$ cat src/rtl/image_write_pkg.sv
// Shared types and constants for the BMP image write controller.
package image_write_pkg;

    localparam int unsigned PIX_W   = 48;
    localparam int unsigned BYTE_W  = 8;
    localparam int unsigned CKSUM_W = 16;

    // Bit offsets of each byte lane inside a {R0,G0,B0,R1,G1,B1} pair
    localparam int unsigned LANE_R0 = 40;
    localparam int unsigned LANE_G0 = 32;
    localparam int unsigned LANE_B0 = 24;
    localparam int unsigned LANE_R1 = 16;
    localparam int unsigned LANE_G1 = 8;
    localparam int unsigned LANE_B1 = 0;

    localparam int unsigned BMP_BYTES_PER_PAIR = 6;

    typedef enum logic [1:0] {
        ST_IDLE,
        ST_ACTIVE,
        ST_HBLANK,
        ST_DONE
    } state_e;

    // Sum of the six bytes of one pixel pair, modulo 2^16
    function automatic logic [CKSUM_W-1:0] pair_byte_sum(input logic [PIX_W-1:0] p);
        pair_byte_sum = CKSUM_W'(p[LANE_R0 +: BYTE_W]) + CKSUM_W'(p[LANE_G0 +: BYTE_W])
                      + CKSUM_W'(p[LANE_B0 +: BYTE_W]) + CKSUM_W'(p[LANE_R1 +: BYTE_W])
                      + CKSUM_W'(p[LANE_G1 +: BYTE_W]) + CKSUM_W'(p[LANE_B1 +: BYTE_W]);
    endfunction

endpackage

$ cat src/rtl/image_write_ctrl_if.sv
// Pixel-in stream and writer-out beat bundle of the image write controller.
interface image_write_ctrl_if
    import image_write_pkg::*;
#(
    parameter int unsigned ROW_W  = 10,
    parameter int unsigned COL_W  = 9,
    parameter int unsigned ADDR_W = 21
) ();

    logic              in_valid;
    logic              in_ready;
    logic [PIX_W-1:0]  in_pix;
    logic              wr_ready;
    logic              hsync;
    logic [PIX_W-1:0]  wr_pix;
    logic [ROW_W-1:0]  wr_row;
    logic [COL_W-1:0]  wr_col;
    logic [ADDR_W-1:0] wr_addr;

    // Controller side
    modport master (
        input  in_valid, in_pix, wr_ready,
        output in_ready, hsync, wr_pix, wr_row, wr_col, wr_addr
    );

    // Pipeline + writer side
    modport slave (
        output in_valid, in_pix, wr_ready,
        input  in_ready, hsync, wr_pix, wr_row, wr_col, wr_addr
    );

endinterface

$ cat src/rtl/skid_buf2.sv
// Two-entry valid/ready buffer; entry 0 is always the head.
module skid_buf2
    import image_write_pkg::*;
(
    input  logic             clk,
    input  logic             rst,
    input  logic             flush_i,
    input  logic             in_valid_i,
    output logic             in_ready_o,
    input  logic [PIX_W-1:0] in_data_i,
    output logic             out_valid_o,
    input  logic             out_ready_i,
    output logic [PIX_W-1:0] out_data_o
);

    logic [1:0]       count_q, count_d;
    logic [PIX_W-1:0] ent0_q, ent0_d;
    logic [PIX_W-1:0] ent1_q, ent1_d;
    logic             push, pop;

    assign in_ready_o  = (count_q != 2'd2);
    assign out_valid_o = (count_q != 2'd0);
    assign out_data_o  = ent0_q;
    assign push        = in_valid_i & in_ready_o;
    assign pop         = out_valid_o & out_ready_i;

    // Occupancy and entry shifting for push/pop/flush
    always_comb begin
        count_d = count_q;
        ent0_d  = ent0_q;
        ent1_d  = ent1_q;
        if (flush_i) begin
            count_d = 2'd0;
            ent0_d  = '0;
            ent1_d  = '0;
        end else begin
            unique case ({push, pop})
                2'b10: begin
                    if (count_q == 2'd0) ent0_d = in_data_i;
                    else                 ent1_d = in_data_i;
                    count_d = count_q + 2'd1;
                end
                2'b01: begin
                    ent0_d  = ent1_q;
                    ent1_d  = '0;
                    count_d = count_q - 2'd1;
                end
                2'b11: begin
                    if (count_q == 2'd1) begin
                        ent0_d = in_data_i;
                    end else begin
                        ent0_d = ent1_q;
                        ent1_d = in_data_i;
                    end
                end
                default: ;
            endcase
        end
    end

    // Buffer state registers
    always_ff @(posedge clk) begin
        if (rst) begin
            count_q <= 2'd0;
            ent0_q  <= '0;
            ent1_q  <= '0;
        end else begin
            count_q <= count_d;
            ent0_q  <= ent0_d;
            ent1_q  <= ent1_d;
        end
    end

endmodule

$ cat src/rtl/image_write_ctrl.sv
// Frame pacing controller feeding a bottom-up BMP writer.
// Optional checksum output: define IMAGE_WRITE_CTRL_CHECKSUM_EN.
module image_write_ctrl
    import image_write_pkg::*;
#(
    parameter int unsigned WIDTH  = 768,
    parameter int unsigned HEIGHT = 512,
    parameter int unsigned HBLANK = 4,
    parameter int unsigned ADDR_W = 21,
    parameter int unsigned ROW_W  = 10,
    parameter int unsigned COL_W  = 9
) (
    input  logic                HCLK,
    input  logic                HRESET,
    input  logic                start,
    image_write_ctrl_if.master  bus,
    output logic                busy,
    output logic                frame_done
`ifdef IMAGE_WRITE_CTRL_CHECKSUM_EN
    ,
    output logic [CKSUM_W-1:0]  checksum
`endif
);

    localparam int unsigned       BLANK_W    = (HBLANK > 1) ? $clog2(HBLANK) : 1;
    localparam bit                HAS_BLANK  = (HBLANK != 0);
    localparam logic [BLANK_W-1:0] BLANK_LOAD = BLANK_W'((HBLANK > 0) ? HBLANK - 1 : 0);
    localparam logic [COL_W-1:0]  LAST_COL   = COL_W'(WIDTH / 2 - 1);
    localparam logic [ROW_W-1:0]  LAST_ROW   = ROW_W'(HEIGHT - 1);
    localparam logic [ADDR_W-1:0] ROW_BYTES  = ADDR_W'(WIDTH * 3);
    localparam logic [ADDR_W-1:0] LAST_ROW_A = ADDR_W'(HEIGHT - 1);
    localparam logic [ADDR_W-1:0] PAIR_BYTES = ADDR_W'(BMP_BYTES_PER_PAIR);

    state_e             state_q, state_d;
    logic [ROW_W-1:0]   row_q, row_d;
    logic [COL_W-1:0]   col_q, col_d;
    logic [BLANK_W-1:0] blank_q, blank_d;
    logic               hsync_c, flush_c, accept_en_c;
    logic               sb_ready, head_valid;
    logic [PIX_W-1:0]   head_data;
    logic [ADDR_W-1:0]  addr_c;

    assign accept_en_c = (state_q == ST_ACTIVE) || (state_q == ST_HBLANK);

    skid_buf2 u_skid (
        .clk         (HCLK),
        .rst         (HRESET),
        .flush_i     (flush_c),
        .in_valid_i  (bus.in_valid & accept_en_c),
        .in_ready_o  (sb_ready),
        .in_data_i   (bus.in_pix),
        .out_valid_o (head_valid),
        .out_ready_i (hsync_c),
        .out_data_o  (head_data)
    );

    // Next-state, counters and beat strobe
    always_comb begin
        state_d = state_q;
        row_d   = row_q;
        col_d   = col_q;
        blank_d = blank_q;
        hsync_c = 1'b0;
        flush_c = 1'b0;
        unique case (state_q)
            ST_IDLE: begin
                if (start) begin
                    state_d = ST_ACTIVE;
                    row_d   = '0;
                    col_d   = '0;
                end
            end
            ST_ACTIVE: begin
                hsync_c = head_valid & bus.wr_ready;
                if (hsync_c) begin
                    if (col_q == LAST_COL) begin
                        col_d = '0;
                        if (row_q == LAST_ROW) begin
                            row_d   = '0;
                            state_d = ST_DONE;
                        end else begin
                            row_d = row_q + ROW_W'(1);
                            if (HAS_BLANK) begin
                                state_d = ST_HBLANK;
                                blank_d = BLANK_LOAD;
                            end
                        end
                    end else begin
                        col_d = col_q + COL_W'(1);
                    end
                end
            end
            ST_HBLANK: begin
                if (blank_q == '0) state_d = ST_ACTIVE;
                else               blank_d = blank_q - BLANK_W'(1);
            end
            ST_DONE: begin
                flush_c = 1'b1;
                state_d = ST_IDLE;
            end
            default: state_d = ST_IDLE;
        endcase
    end

    // FSM and counter registers
    always_ff @(posedge HCLK) begin
        if (HRESET) begin
            state_q <= ST_IDLE;
            row_q   <= '0;
            col_q   <= '0;
            blank_q <= '0;
        end else begin
            state_q <= state_d;
            row_q   <= row_d;
            col_q   <= col_d;
            blank_q <= blank_d;
        end
    end

    // Bottom-up BMP byte address of B0 for the current row/col
    assign addr_c = ROW_BYTES * (LAST_ROW_A - ADDR_W'(row_q)) + PAIR_BYTES * ADDR_W'(col_q);

    // Beat fields are zeroed outside a beat so idle/reset values read as 0
    assign bus.hsync    = hsync_c;
    assign bus.wr_pix   = hsync_c ? head_data : '0;
    assign bus.wr_row   = hsync_c ? row_q     : '0;
    assign bus.wr_col   = hsync_c ? col_q     : '0;
    assign bus.wr_addr  = hsync_c ? addr_c    : '0;
    assign bus.in_ready = accept_en_c & sb_ready;
    assign busy         = (state_q != ST_IDLE);
    assign frame_done   = (state_q == ST_DONE);

`ifdef IMAGE_WRITE_CTRL_CHECKSUM_EN
    logic [CKSUM_W-1:0] cksum_q;

    // Running byte sum of the frame, cleared by an accepted start
    always_ff @(posedge HCLK) begin
        if (HRESET)                            cksum_q <= '0;
        else if (state_q == ST_IDLE && start)  cksum_q <= '0;
        else if (hsync_c)                      cksum_q <= cksum_q + pair_byte_sum(head_data);
    end

    assign checksum = cksum_q;
`endif

endmodule

$ cat src/flat_wrapper.sv
// flat-port wrapper written by rule: the top's interface ports become plain ports
module image_write_ctrl_flat import image_write_pkg::*;
#(
    parameter int unsigned WIDTH  = 768,
    parameter int unsigned HEIGHT = 512,
    parameter int unsigned HBLANK = 4,
    parameter int unsigned ADDR_W = 21,
    parameter int unsigned ROW_W  = 10,
    parameter int unsigned COL_W  = 9
)
  (HCLK, HRESET, start, busy, frame_done, bus_in_valid, bus_in_pix, bus_wr_ready, bus_in_ready, bus_hsync, bus_wr_pix, bus_wr_row, bus_wr_col, bus_wr_addr);
  image_write_ctrl_if #(.ROW_W(ROW_W), .COL_W(COL_W), .ADDR_W(ADDR_W)) bus_i ();
  input  logic HCLK;
  input  logic HRESET;
  input  logic start;
  output logic busy;
  output logic frame_done;
  input wire logic [$bits(bus_i.in_valid)-1:0] bus_in_valid;
  input wire logic [$bits(bus_i.in_pix)-1:0] bus_in_pix;
  input wire logic [$bits(bus_i.wr_ready)-1:0] bus_wr_ready;
  output wire logic [$bits(bus_i.in_ready)-1:0] bus_in_ready;
  output wire logic [$bits(bus_i.hsync)-1:0] bus_hsync;
  output wire logic [$bits(bus_i.wr_pix)-1:0] bus_wr_pix;
  output wire logic [$bits(bus_i.wr_row)-1:0] bus_wr_row;
  output wire logic [$bits(bus_i.wr_col)-1:0] bus_wr_col;
  output wire logic [$bits(bus_i.wr_addr)-1:0] bus_wr_addr;
  assign bus_i.in_valid = bus_in_valid;
  assign bus_i.in_pix = bus_in_pix;
  assign bus_i.wr_ready = bus_wr_ready;
  assign bus_in_ready = bus_i.in_ready;
  assign bus_hsync = bus_i.hsync;
  assign bus_wr_pix = bus_i.wr_pix;
  assign bus_wr_row = bus_i.wr_row;
  assign bus_wr_col = bus_i.wr_col;
  assign bus_wr_addr = bus_i.wr_addr;
  image_write_ctrl #(.WIDTH(WIDTH), .HEIGHT(HEIGHT), .HBLANK(HBLANK), .ADDR_W(ADDR_W), .ROW_W(ROW_W), .COL_W(COL_W)) u_core (.HCLK(HCLK), .HRESET(HRESET), .start(start), .bus(bus_i), .busy(busy), .frame_done(frame_done));
endmodule
$ cat config.mk
export PLATFORM = sky130hd
export DESIGN_NAME = image_write_ctrl_flat
export DESIGN_NICKNAME = d
export VERILOG_FILES = /design/src/rtl/image_write_pkg.sv /design/src/rtl/image_write_ctrl_if.sv /design/src/rtl/skid_buf2.sv /design/src/rtl/image_write_ctrl.sv /design/src/flat_wrapper.sv
export SDC_FILE = /design/constraint.sdc
export NUM_CORES = 1
export LEC_CHECK = 0
export BUFFER_PORTS_ARGS = -buffer_cell sky130_fd_sc_hd__buf_2
export CAP_MARGIN = 20
export CORE_UTILIZATION = 55
export DETAILED_ROUTE_END_ITERATION = 16
export MAX_ROUTING_LAYER = met4
export PLACE_DENSITY_LB_ADDON = 0.25
export SLEW_MARGIN = 5
export SYNTH_ARGS = -nofsm -noshare
export SYNTH_HDL_FRONTEND = slang
export SYNTH_SLANG_ARGS = --single-unit
$ cat constraint.sdc
create_clock -name HCLK -period 4.8 [get_ports HCLK]
set_input_delay 0.72 -clock HCLK [delete_from_list [all_inputs] [get_ports HCLK]]
set_output_delay 0.72 -clock HCLK [all_outputs]
set_load 0.005 [all_outputs]
==> impl_metrics.ini, run 1 <==
[run_status]
status = complete, no violations

[critical_path]
reg2reg_depth = 10
worstSetupEndpoint = bus_wr_addr[20]
cp_num_buf_inv = 2
regToRegSetupSlack_ns = 1.43
cp_slowest_stage_delay_ns = 0.46
critPathRequiredTime_ns = 4.08
crit_fanout = 5
worstSetupEndpointType = output port
cp.depth = 18
crit_family = simple AND/OR/NAND/NOR gates
cp-start-kind = flop
r2r-end = u_core.u_skid.out_data_o[38]$_SDFFE_PP0P_
worstSetupStartpoint = u_core.col_q[0]$_SDFFE_PP0P_
reg2reg_from = u_core.state_q[1]$_SDFFE_PP0P_
path_class = flop to output port
crit_chain = ha_4 > fa_2 > a21o_1 > a21oi_2 > nor2b_2 > o21ai_2 > nor2b_2 > xor2_1 > ha_2 > inv_2 > fa_2 > nor2b_2 > o21ai_1 > nand2b_1 > and3_4 > or4b_4 > mux2i_1 > buf_2
crit_arrival_ns = 4.08
cp_common_cell = nor2b_2
crit_path_top_delay_cell = or4b_4

[floorplan]
die_h_um = 114
ioPinCount = 145
core_sq_mm = 0.0121
dieWidth_um = 114
dieArea_sq_mm = 0.0129
rows = 40
initial_utilization = 0.568

[min_path]
min_path_type = flop to flop
holdPathStages = 2

[global_route]
grt_max_degree = 54
grt_pass1_vias = 5942
track_usage = 0.273
overflow = 0
antenna_found_initial = 0
grt_pass1_wl_um = 27700

[cts]
clk_path_buf_depth = 2
cts.sinks = 121
cts_tree = done
cts_inserted_buffers = 17
cts-root-buf = clkbuf_16
clk_latency_ns = 0.41
path_clk_slew_ns = 0.05
htree_levels = 4

[placed_design]
gp_congestion = 0.885
dp_slack_ns = 0.0968
io_buffers = 143
placed_cell_area_sq_mm = 0.00761
dp_hpwl_um = 11000
dp.cells = 1109

[finish]
diodes = 0
fillers = 1035
multi_input_area_sq_mm = 0.00411
area_growth_pct = 21.2
drive_gt1_frac = 0.228
finalNonFillerCells = 1146
fin_nets = 1066
fin_util = 0.688
stdcell_area_sq_mm = 0.00830
seqCellArea_sq_mm = 0.00243

[route]
vias_per_cell = 5.55
routed_wl_um = 16800
final_antenna_net_count = 0
vias = 6361
first_pass_iters = 5
dr.first_iter.drc_count = 444
wire_per_inst_um = 14.7
drc = 0

[synth]
ys_types = 50
yosysTopAreaCellShare = 0.354
seq_area_frac_synth = 0.354
avgSynthCellArea_sq_um = 8.08
synth.net_count = 949
synth_commonest_cells = dfxtp_1, nor2_1, nand2_1, a21oi_1, nor3_1
synth_area_sq_mm = 0.00685
async_flop_share = 0
synth_area_leader_cell = dfxtp_1
synthFlopType = dfxtp_1
ys_seq_elements = 121
synth_area_leaders = dfxtp_1, ha_1, a221oi_1
yosysMostFrequentCell = dfxtp_1
synth_edf_count = 0
syn_inst = 848
yosysWarnings = 0

[timing]
finClkSkew_ns = 0.0105
fin_crit_ns = 4.80
whs_ns = 0.449
maxSlewViolCount = 0
worstMarginPinSlew_ns = 0.981
grt_setup_unrepaired = yes
final-hold-violation-count = 0
max_freq_mhz = 208
fin_ws_ns = 0.000506
period_share = 1.00
setup_tns_ns = 0
setup_viol = 0
slew_headroom = 0.346

[job]
max_cap_viol_count = 0

[power]
powerDensity_mw_per_mm2 = 337
leakage_nw = 3.54
ir_drop_v = 0.000340
finalPower_mw = 2.80
## metal layers
metal	track usage	up-vias	share of wire
li1	-	3171	-
met1	0.344	2974	0.45
met2	0.440	199	0.48
met3	0.0675	17	0.067
met4	0.0693	0	0.010
met5	-	-	0
## cells in the final DEF, fill, tap and decap left out, drive strengths merged, types with 5 or more instances in the layout
cell type and instances:
clkbuf 19, nand3b 49, ha 45, xor2 11, nor2 105, a221oi 50, o21ai 12, a21o 9
inv 34, a21oi 67, dfxtp 121, nand3 8, nor3 63, nor2b 12, a211oi 7, nand2 68
or3 5, buf 159, xnor2 23, clkinv 5, and2 61
## area by class of cell
cell class                      count  share of cell area
Clock buffer                       19              0.0545
Sequential cell                   121               0.292
Tap cell                          168              0.0253
Clock inverter                     13              0.0173
Timing Repair Buffer              159               0.101
Inverter                           32              0.0145
Multi-Input combinational cell    634               0.495
## logic make-up (layout without fill, tap and decap cells)
family	Yosys count	in the layout	share of synthesized area
buffers and inverters	93	223	0.0570
muxes	3	3	0.00457
adders and majority gates	48	48	0.0910
other	1	1	0.000548
DFF	121	121	0.354
AOI/OAI and AO/OA	154	154	0.150
and+or+nand+nor	394	394	0.299
xor gates and xnor gates	34	34	0.0435
## timing repair
| item | 4_1_cts | 5_1_grt |
|---|---|---|
| resized for setup | 15 | 7 |
| hold buffers | 0 | 0 |
| setup endpoints to repair | 1 | 2 |
| pin swaps | 3 | 7 |
| endpoints found under the hold margin | 0 | 0 |
| setup buffers | 3 | 2 |
## report_power, final
part,internal (mW),switching [mW]
clock,0.794,0.472
sequential,1.10,0.0444
combinational,0.147,0.243
total,2.04,0.760
## worst min-delay path, delay by kind of cell (launching register included)
kind             cells  cell delay, ns
AND/OR/NAND/NOR      1            0.05
flip-flops           1            0.30
AO/OA/AOI/OAI        1            0.05
## sequential cells by signal, summed over array words and instances, names as in the netlist
register / flops
u_core.u_skid.ent1_q: 48
u_core.blank_q: 2
u_core.col_q: 9
u_core.row_q: 10
u_core.state_q: 2
u_core.u_skid.count_q: 2
u_core.u_skid.out_data_o: 48
## worst min-delay path by stage
stage / from / end
6_report: u_core.u_skid.ent1_q[34]$_SDFFE_PP0P_ / u_core.u_skid.ent1_q[34]$_SDFFE_PP0P_
5_1_grt: u_core.u_skid.ent1_q[25]$_SDFFE_PP0P_ / u_core.u_skid.ent1_q[25]$_SDFFE_PP0P_
4_1_cts: u_core.u_skid.ent1_q[47]$_SDFFE_PP0P_ / u_core.u_skid.ent1_q[47]$_SDFFE_PP0P_
3_5_place_dp: u_core.u_skid.ent1_q[40]$_SDFFE_PP0P_ / u_core.u_skid.ent1_q[40]$_SDFFE_PP0P_
3_3_place_gp: u_core.u_skid.ent1_q[23]$_SDFFE_PP0P_ / u_core.u_skid.ent1_q[23]$_SDFFE_PP0P_
2_1_floorplan: u_core.u_skid.ent1_q[10]$_SDFFE_PP0P_ / u_core.u_skid.ent1_q[10]$_SDFFE_PP0P_
No activity file was read; power rests on OpenSTA's default activity.
==> inputs of run 2 (changes only) <==
--- a/config.mk
+++ b/config.mk
@@ -7,7 +7,7 @@
 export LEC_CHECK = 0
 export BUFFER_PORTS_ARGS = -buffer_cell sky130_fd_sc_hd__buf_2
 export CAP_MARGIN = 20
-export CORE_UTILIZATION = 55
+export CORE_UTILIZATION = 33
 export DETAILED_ROUTE_END_ITERATION = 16
 export MAX_ROUTING_LAYER = met4
 export PLACE_DENSITY_LB_ADDON = 0.25
==> run 2 against run 1 <==
Cell count is 9.9% higher; routed wire length grew 16%; worst setup slack improved by 0.077 ns; non-clock buffer count up 13.
==> impl_metrics.ini, run 2 (synthesis results as in run 1) <==
[run_status]
status = complete, no violations

[power]
swShare = 0.254
leakage_nw = 3.66
internal-power_mw = 2.25
clockPowerShare = 0.488
power.combinational.fraction = 0.132
finalPower_mw = 3.01
ir_drop_v = 0.000250
pwr-share-seq = 0.380
powerDensity_mw_per_mm2 = 349
p_sw_uw = 765

[cts]
cts-root-buf = clkbuf_16
clk_latency_ns = 0.42
clk_path_buf_depth = 2
cts_tree = done
htree_levels = 4
path_clk_slew_ns = 0.05
cts.sinks = 121
cts_inserted_buffers = 17
postCtsHoldBufs = 0

[finish]
layout_common_cells = buf_2, dfxtp_1, nor2_1, nand2_1, a21oi_1
drive_gt1_frac = 0.238
diodes = 0
fin_nets = 1079
fin_util = 0.425
finalNonFillerCells = 1260
final_common_cell = buf_2
area_growth_pct = 25.8
stdcell_area_sq_mm = 0.00862

[global_route]
busiest_layer = met2
grt_pass1_vias = 6156
antenna_found_initial = 0
gr-usage-met2 = 0.315
grt_pass1_wl_um = 31600
grt_max_degree = 71
gr-usage-met1 = 0.230
grt.met3_usage = 0.0400
overflow = 0
track_usage = 0.189

[floorplan]
dieArea_sq_mm = 0.0213
rows = 52
core_sq_mm = 0.0203
die_h_um = 146
ioPinCount = 145
dieWidth_um = 146
initial_utilization = 0.337

[timing]
slew_headroom = 0.270
maxSlewViolCount = 0
finClkSkew_ns = 0.00686
final-hold-violation-count = 0
max_freq_mhz = 212
worstMarginPinSlew_ns = 1.09
setup_viol = 0
whs_ns = 0.449
grt_setup_unrepaired = yes
period_share = 0.984
fin_crit_ns = 4.72

[route]
vias_per_cell = 5.10
drc = 0
wire_per_inst_um = 15.5
routed_wl_um = 19500
first_pass_iters = 4
dr.first_iter.drc_count = 304
vias = 6426
final_antenna_net_count = 0

[job]
max_cap_viol_count = 0

[critical_path]
r2r-end = u_core.u_skid.ent1_q[10]$_SDFFE_PP0P_
reg2reg_depth = 9
cp_slowest_stage_delay_ns = 0.47
critPathRequiredTime_ns = 4.08
crit_chain = buf_6 > fa_2 > a21o_1 > a21oi_2 > nor2b_2 > o21ai_2 > nor2b_2 > xor2_1 > ha_2 > inv_2 > fa_2 > nor2b_2 > o21ai_1 > nand2b_1 > and3_4 > or4b_4 > mux2i_1 > buf_2
regToRegSetupSlack_ns = 1.58
crit_path_top_delay_cell = or4b_4
worstSetupEndpointType = output port
reg2reg_from = u_core.state_q[1]$_SDFFE_PP0P_
cp_common_cell = nor2b_2
crit_arrival_ns = 4.00
crit_fanout = 4
cp-start-kind = flop
path_class = flop to output port

[placed_design]
dp_hpwl_um = 12300
dp.cells = 1211
gp_congestion = 0.810
placed_cell_area_sq_mm = 0.00774
io_buffers = 143

[min_path]
hp-start = u_core.u_skid.ent1_q[38]$_SDFFE_PP0P_
hold_path_end = u_core.u_skid.ent1_q[38]$_SDFFE_PP0P_
holdPathStages = 2
min_path_type = flop to flop
## run 2: cell count changes in the layout (fill, tap and decap cells not counted), moves of 2 or more
cell and delta:
bufinv_16 +4, clkinvlp_4 -3, inv_6 -2, buf_4 +12
## run 2: how the worst max path moves through the flow
stage	start	end	slack [ns]	depth (start not counted)
final	u_core.col_q[1]$_SDFFE_PP0P_	bus_wr_addr[20]	0.08	18
after global routing	u_core.col_q[1]$_SDFFE_PP0P_	bus_wr_addr[20]	-0.1	18
after CTS	u_core.col_q[1]$_SDFFE_PP0P_	bus_wr_addr[20]	-0.002	18
after detailed placement	u_core.col_q[1]$_SDFFE_PP0P_	bus_wr_addr[20]	0.09	18
after global placement	u_core.col_q[1]$_SDFFE_PP0P_	bus_wr_addr[20]	0.12	18
after floorplan	u_core.col_q[1]$_SDFFE_PP0P_	bus_wr_addr[20]	0.49	17
## run 2: per-stage QoR
step	TNS, ns	setup WS, ns
after floorplan	0	0.489
after global placement	0	0.120
after detailed placement	0	0.0913
after CTS	-0.00228	-0.00228
after global routing	-0.125	-0.0995
final	0	0.0771
## run 2: timing repair
action	in CTS	in global routing
resized for setup	18	7
setup endpoints to repair	2	4
setup buffers	14	4
pin swaps	5	5
## run 2: critical path: cells and delay by family (launching register included)
family,cells,cell delay (ns)
AOI/OAI and AO/OA,4,0.57
xor gates and xnor gates,1,0.16
adders and majority gates,3,0.93
buffers and inverters,3,0.28
DFF,1,0.36
muxes,1,0.15
and+or+nand+nor,6,1.15
## run 2: layout make-up
| class | count | area, sq um |
|---|---|---|
| multi-input cells | 634 | 4120 |
| clock inverters | 11 | 219 |
| clock buffers | 20 | 457 |
| inverters | 32 | 120 |
| flip-flops and latches | 121 | 2430 |
| repair buffers | 172 | 937 |
| well taps | 270 | 338 |
| fillers | 2061 | 11700 |
## run 2: power by group through the flow
stage	combinational (mW)	clock (mW)	sequential [mW]
after floorplan	0.285	0	1.15
after global placement	0.394	0	1.16
after detailed placement	0.397	0	1.16
after CTS	0.401	1.50	1.14
after global routing	0.448	1.53	1.15
final	0.397	1.47	1.14
## run 2: per-layer routing
| layer | share of wire | vias to the layer above |
|---|---|---|
| met2 | 0.49 | 153 |
| met3 | 0.049 | 20 |
| met4 | 0.012 | 0 |
| met1 | 0.45 | 3042 |
| met5 | 0 | - |
| li1 | - | 3211 |
